## src/rtl/ps2_scan_receiver.sv

```systemverilog
// PS/2 keyboard receiver: deserialises Set-2 frames, strips E0/F0/E1 prefixes, tracks shift.
// Optional caps-lock tracking is compiled in with `define KEYB_CAPSLOCK_EN.
module ps2_scan_receiver #(
    parameter int TIMEOUT_CYCLES = 5000,
    parameter int FILTER_LEN     = 8
) (
    input  logic       clk,
    input  logic       reset,
    input  logic       ps2_clk,
    input  logic       ps2_data,
    output logic [7:0] scan_code,
    output logic       extended,
    output logic       letter_case,
    output logic       key_valid,
    output logic       frame_error,
    output logic       caps_lock
);
    localparam int FW = $clog2(FILTER_LEN + 1);
    localparam int TW = $clog2(TIMEOUT_CYCLES + 1);

    typedef enum logic [2:0] {
        ST_IDLE    = 3'd0,
        ST_EXT     = 3'd1,
        ST_BRK     = 3'd2,
        ST_EXT_BRK = 3'd3,
        ST_SKIP    = 3'd4
    } pfx_state_t;

    logic          clk_s1_q, clk_s2_q, dat_s1_q, dat_s2_q;
    logic          filt_q, filt_d;
    logic [FW-1:0] fcnt_q, fcnt_d;
    logic          edge_fall;
    logic [3:0]    bit_cnt_q, bit_cnt_d;
    logic [8:0]    shift_q, shift_d;
    logic [TW-1:0] to_cnt_q, to_cnt_d;
    logic          byte_vld_q, byte_vld_d;
    logic [7:0]    byte_q, byte_d;
    logic          ferr_q, ferr_d;
    pfx_state_t    state_q, state_d;
    logic [2:0]    skip_q, skip_d;
    logic          kv_q, kv_d;
    logic [7:0]    scan_q, scan_d;
    logic          ext_q, ext_d;
    logic          shl_q, shl_d, shr_q, shr_d;
    logic          lc_q, lc_d;
    logic          ignored;

    always_ff @(posedge clk) begin
        if (reset) begin
            clk_s1_q <= 1'b1;
            clk_s2_q <= 1'b1;
            dat_s1_q <= 1'b1;
            dat_s2_q <= 1'b1;
        end else begin
            clk_s1_q <= ps2_clk;
            clk_s2_q <= clk_s1_q;
            dat_s1_q <= ps2_data;
            dat_s2_q <= dat_s1_q;
        end
    end

    // Filtered clock follows the synchronised clock only after FILTER_LEN differing samples in a row.
    always_comb begin
        filt_d = filt_q;
        fcnt_d = '0;
        if (clk_s2_q != filt_q) begin
            if (fcnt_q == FW'(FILTER_LEN - 1)) filt_d = clk_s2_q;
            else                               fcnt_d = fcnt_q + 1'b1;
        end
    end

    assign edge_fall = filt_q & ~filt_d;

    always_comb begin
        bit_cnt_d  = bit_cnt_q;
        shift_d    = shift_q;
        byte_d     = byte_q;
        byte_vld_d = 1'b0;
        ferr_d     = 1'b0;
        to_cnt_d   = (to_cnt_q == TW'(TIMEOUT_CYCLES)) ? to_cnt_q : to_cnt_q + 1'b1;
        if (edge_fall) begin
            to_cnt_d = '0;
            if (bit_cnt_q == 4'd0) begin
                // A high start bit is dropped at once so the receiver realigns on the next low one.
                if (dat_s2_q) ferr_d    = 1'b1;
                else          bit_cnt_d = 4'd1;
            end else if (bit_cnt_q == 4'd10) begin
                bit_cnt_d = 4'd0;
                if (dat_s2_q && (^shift_q)) begin
                    byte_vld_d = 1'b1;
                    byte_d     = shift_q[7:0];
                end else begin
                    ferr_d = 1'b1;
                end
            end else begin
                shift_d   = {dat_s2_q, shift_q[8:1]};
                bit_cnt_d = bit_cnt_q + 4'd1;
            end
        end else if ((to_cnt_q == TW'(TIMEOUT_CYCLES)) && (bit_cnt_q != 4'd0)) begin
            bit_cnt_d = 4'd0;
            ferr_d    = 1'b1;
        end
    end

    always_ff @(posedge clk) begin
        if (reset) begin
            filt_q     <= 1'b1;
            fcnt_q     <= '0;
            bit_cnt_q  <= 4'd0;
            shift_q    <= '0;
            to_cnt_q   <= '0;
            byte_vld_q <= 1'b0;
            byte_q     <= 8'h00;
            ferr_q     <= 1'b0;
        end else begin
            filt_q     <= filt_d;
            fcnt_q     <= fcnt_d;
            bit_cnt_q  <= bit_cnt_d;
            shift_q    <= shift_d;
            to_cnt_q   <= to_cnt_d;
            byte_vld_q <= byte_vld_d;
            byte_q     <= byte_d;
            ferr_q     <= ferr_d;
        end
    end

    always_ff @(posedge clk) begin
        if (reset) begin
            state_q <= ST_IDLE;
            skip_q  <= 3'd0;
        end else begin
            state_q <= state_d;
            skip_q  <= skip_d;
        end
    end

    always_comb begin
        state_d = state_q;
        skip_d  = skip_q;
        if (byte_vld_q) begin
            case (state_q)
                ST_IDLE: begin
                    if (byte_q == 8'hE0)      state_d = ST_EXT;
                    else if (byte_q == 8'hF0) state_d = ST_BRK;
                    else if (byte_q == 8'hE1) begin
                        state_d = ST_SKIP;
                        skip_d  = 3'd7;
                    end
                end
                ST_EXT:     state_d = (byte_q == 8'hF0) ? ST_EXT_BRK : ST_IDLE;
                ST_BRK:     state_d = ST_IDLE;
                ST_EXT_BRK: state_d = ST_IDLE;
                ST_SKIP: begin
                    skip_d = skip_q - 3'd1;
                    if (skip_q == 3'd1) state_d = ST_IDLE;
                end
                default:    state_d = ST_IDLE;
            endcase
        end
    end

    always_comb begin
        case (byte_q)
            8'h00, 8'hAA, 8'hEE, 8'hFA, 8'hFC, 8'hFE, 8'hFF: ignored = 1'b1;
            default:                                         ignored = 1'b0;
        endcase
    end

`ifdef KEYB_CAPSLOCK_EN
    logic caps_q, caps_d, held_q, held_d;
`endif

    always_comb begin
        kv_d   = 1'b0;
        scan_d = scan_q;
        ext_d  = ext_q;
        shl_d  = shl_q;
        shr_d  = shr_q;
`ifdef KEYB_CAPSLOCK_EN
        caps_d = caps_q;
        held_d = held_q;
`endif
        if (byte_vld_q) begin
            case (state_q)
                ST_IDLE: begin
                    if (byte_q == 8'hE0 || byte_q == 8'hF0 || byte_q == 8'hE1 || ignored) begin
                        kv_d = 1'b0;
                    end else if (byte_q == 8'h12) begin
                        shl_d = 1'b1;
                    end else if (byte_q == 8'h59) begin
                        shr_d = 1'b1;
`ifdef KEYB_CAPSLOCK_EN
                    end else if (byte_q == 8'h58) begin
                        // Toggle once per physical press; typematic repeats are swallowed.
                        if (!held_q) caps_d = ~caps_q;
                        held_d = 1'b1;
`endif
                    end else begin
                        kv_d   = 1'b1;
                        scan_d = byte_q;
                        ext_d  = 1'b0;
                    end
                end
                ST_EXT: begin
                    if (byte_q != 8'hF0 && byte_q != 8'h12 && byte_q != 8'h59) begin
                        kv_d   = 1'b1;
                        scan_d = byte_q;
                        ext_d  = 1'b1;
                    end
                end
                ST_BRK: begin
                    if (byte_q == 8'h12) shl_d = 1'b0;
                    if (byte_q == 8'h59) shr_d = 1'b0;
`ifdef KEYB_CAPSLOCK_EN
                    if (byte_q == 8'h58) held_d = 1'b0;
`endif
                end
                default: kv_d = 1'b0;
            endcase
        end
`ifdef KEYB_CAPSLOCK_EN
        lc_d = (shl_d | shr_d) ^ caps_d;
`else
        lc_d = shl_d | shr_d;
`endif
    end

    always_ff @(posedge clk) begin
        if (reset) begin
            kv_q   <= 1'b0;
            scan_q <= 8'h00;
            ext_q  <= 1'b0;
            shl_q  <= 1'b0;
            shr_q  <= 1'b0;
            lc_q   <= 1'b0;
        end else begin
            kv_q   <= kv_d;
            scan_q <= scan_d;
            ext_q  <= ext_d;
            shl_q  <= shl_d;
            shr_q  <= shr_d;
            lc_q   <= lc_d;
        end
    end

`ifdef KEYB_CAPSLOCK_EN
    always_ff @(posedge clk) begin
        if (reset) begin
            caps_q <= 1'b0;
            held_q <= 1'b0;
        end else begin
            caps_q <= caps_d;
            held_q <= held_d;
        end
    end
    assign caps_lock = caps_q;
`else
    assign caps_lock = 1'b0;
`endif

    assign scan_code   = scan_q;
    assign extended    = ext_q;
    assign letter_case = lc_q;
    assign key_valid   = kv_q;
    assign frame_error = ferr_q;

endmodule
```

## config.mk

```make
export PLATFORM = sky130hd
export DESIGN_NAME = ps2_scan_receiver
export DESIGN_NICKNAME = d
export VERILOG_FILES = /design/src/rtl/ps2_scan_receiver.sv
export SDC_FILE = /design/constraint.sdc
export NUM_CORES = 1
export LEC_CHECK = 0
export ABC_CLOCK_PERIOD_IN_PS = 2800
export BUFFER_PORTS_ARGS = -buffer_cell sky130_fd_sc_hd__buf_4
export CAP_MARGIN = 20
export CORE_MARGIN = 3
export CORE_UTILIZATION = 59
export DETAILED_ROUTE_END_ITERATION = 8
export PLACE_DENSITY = 0.79
export SYNTH_ARGS = -nofsm -noshare
export SYNTH_HDL_FRONTEND = slang
export SYNTH_SLANG_ARGS = --single-unit
```

## constraint.sdc

```tcl
create_clock -name clk -period 2.8 [get_ports clk]
set_clock_uncertainty 0.2 [all_clocks]
set_input_delay 0.14 -clock clk [delete_from_list [all_inputs] [get_ports clk]]
set_output_delay 0.14 -clock clk [all_outputs]
set_load 0.005 [all_outputs]
```

==> results_dict.tcl <==
set metrics [dict create \
    outcome "complete, no violations" \
    synth_edf_count 0 \
    route.detailed.drc 0 \
    drv_slew 0 \
    overflow 0 \
    stdcell_count 410 \
    pre_cts_ws_ns 0.4580 \
    clock_sinks 64 \
    rsz0062_at_grt "false" \
    antenna_found_initial 0 \
    power_frac_seq_pct 50.2 \
    critPathRequiredTime_ns 2.80 \
    p_sw_mw 0.3581 \
    dieArea_mm2 0.006115 \
    power_density_mw_per_mm2 537.7 \
    routed_wirelength_mm 5.088 \
    synthMostInstantiatedCell "dfxtp_1" \
    place_inst 393 \
    drt_iter0_drc 216 \
    vias 2182 \
    cp.depth 7 \
    wl_per_cell_um 12.41 \
    hold_slack_ns 0.04483 \
    critPathBufInv 1 \
    core_area_mm2 0.004880 \
    async_reset_ff_share_pct 0 \
    ys_warn_count 0 \
    cp.arrival_ns 2.36 \
    hp-class "input port to flip-flop" \
    cts_setup_buffers 0 \
    p_comb_share_pct 2.4 \
    drtAntennaViolNets 0 \
    ys_ff_latch 64 \
    nFillCells 408 \
    initial_core_util_pct 63.03 \
    whs_path_depth 2 \
    worstPathMaxFanout 14 \
    die_height_um 78.20 \
    slew_headroom_pct 57.39 \
    p_int_mw 1.484 \
    hold_violations 0 \
    area_growth_pct 11.39 \
    min_period_over_period_pct 84.03 \
    drtPass1Iterations 4 \
    post_cts_resized 0 \
    netlist_instances 330 \
    grt_use_total_pct 19.00 \
    die_x_um 78.20 \
    timing.hold.worst.start "reset" \
    insertedDiodeCount 0 \
    syn_area_per_cell_um2 9.320 \
    first_global_vias 2097 \
    drive_gt1_share_pct 12.24 \
    cts_tree "built" \
    ys_types 53 \
    synth.area.top_cells "dfxtp_1 42%, mux2i_1 9.4%, nand2b_1 6.1%, nor2_1 4.9%, xor2_1 3.4%" \
    cts_hold_buffers 2 \
    max_freq_mhz 425.0 \
    netSwitchingFraction_pct 19.44 \
    maxCapViolations 0 \
    max_stage_delay_ns 0.50 \
    p_clk_share_pct 47.3 \
    synthFlopType "dfxtp_1" \
    cts_made_buffers 9 \
    setup_violations 0 \
    cp_cell_sequence "inv_1, ha_1, or3b_2, and4_1, and2_1, o21ai_0, a21oi_1" \
    clk_path_buf_depth 2 \
    cts_root_buf "clkbuf_8" \
    critPathTopFamily "simple AND/OR/NAND/NOR gates" \
    gp_congestion 0.8102 \
    mappedNetlistArea_mm2 0.003075 \
    worst_pin_slew_ns 0.6391 \
    critical_path_class "flip-flop to flip-flop" \
    cpMaxStageDelayCell "or3b_2" \
    h-tree-depth 3 \
    setup_slack_ns 0.4472 \
    finalCriticalPeriod_ns 2.353 \
    nNetsFinal 351 \
    ys_top_cells_by_count "64 x dfxtp_1, 40 x nor2_1, 30 x nand2b_1, 29 x mux2i_1, 14 x clkbuf_1" \
    clk_latency_ns 0.33 \
    cp-startpoint "bit_cnt_q[0]" \
    hpwl_mm 3.539 \
    power_leakage_nw 1.321 \
    row_count 25 \
    grt_pass1_wl_mm 9.170 \
    r2r-start "bit_cnt_q[0]" \
    vias_per_cell 5.322 \
    start_kind "flip-flop" \
    syn_nets 342 \
    peakVddDrop_mv 0.4379 \
    worst-r2r-cell-count 7 \
    grt_max_degree 58 \
    ios 17 \
    io_buffers 15 \
    synth_top_area_share_pct 41.66 \
    clk_pin_slew_ns 0.06 \
    synth_largest_area_cell "dfxtp_1" \
    cp-end-kind "flip-flop" \
    ys_seq_area_share_pct 41.66 \
    setup-tns-final_ns 0 \
]
-- per-layer routing --
metal	track usage, %	vias to the layer above	part of all wire, %
met5	0	-	0
met4	6.993	0	0.57
met3	8.028	4	3.9
met2	29.20	28	47
met1	23.77	996	49
li1	-	1154	-
-- path summary, 6_finish.rpt --
check	end	slack [ns]
max	bit_cnt_q[3]	0.45
min	bit_cnt_q[1]	0.04
max reg2reg	bit_cnt_q[3]	0.45
min reg2reg	clk_s2_q	0.21
-- stage by stage --
stage / cell area [µm²] / total power [mW] / util [%]
6_report: 3426 / 1.842 / 70.21
5_1_grt: 3426 / 1.913 / 70.21
3_3_place_gp: 3186 / 0.9878 / 65.28
4_1_cts: 3426 / 1.861 / 70.21
2_1_floorplan: 3075 / 0.9781 / -
3_5_place_dp: 3186 / 0.9888 / 65.28
-- placed cells by master (no fill, tap or decap), drive strengths merged, types with 3 or more instances in the layout --
cell type and instances:
nand3b 3, clkbuf 12, o211ai 3, nand2b 30
nor4 4, nand4 4, xnor2 11, xor2 12
dfxtp 64, or2 5, nand2 13, inv 9
a22oi 4, nor2 40, buf 15, a21oi 11
nand3 8, or3 5, nor3 6, nor4b 4
and4 3, ha 8, nor2b 3, and2 3
o21ai 5, mux2i 29
-- power by group through the flow --
stage          logic (mW)  clock network [mW]  registers, mW
2_1_floorplan      0.0338                   0          0.944
3_3_place_gp       0.0424                   0          0.945
3_5_place_dp       0.0432                   0          0.946
4_1_cts            0.0455               0.891          0.925
5_1_grt            0.0526               0.935          0.926
6_report           0.0450               0.872          0.925
-- kinds of logic after synthesis --
logic type / count (synthesis) / synth area share, %
simple gates: 143 / 26.65
flops: 64 / 41.66
buf+inv: 28 / 3.905
compound gates: 33 / 7.405
xor+xnor: 24 / 7.567
fa+ha+maj: 8 / 3.255
mux: 29 / 9.439
other cells: 1 / 0.1219
-- sequential cells by signal, summed over array words and instances, names as in the netlist --
name and cells:
to_cnt_q 13, shift_q 9, byte_q 8, scan_code 8, bit_cnt_q 4, fcnt_q 4
skip_q 3, state_q 3, byte_vld_q 1, clk_s1_q 1, clk_s2_q 1, dat_s1_q 1
dat_s2_q 1, extended 1, filt_q 1, frame_error 1, key_valid 1, letter_case 1
shl_q 1, shr_q 1
-- layout make-up --
cell class              instances  area [µm²]  share of cell area (%)
multi-input cells             238        1674                   48.87
flip-flops and latches         64        1281                   37.40
clock buffers                  12       155.1                   4.529
repair buffers                 17       132.6                   3.871
well taps                      67       83.83                   2.447
clock inverters                 3       65.06                   1.899
inverters                       9       33.78                  0.9861
No activity file was read; power rests on OpenSTA's default activity.
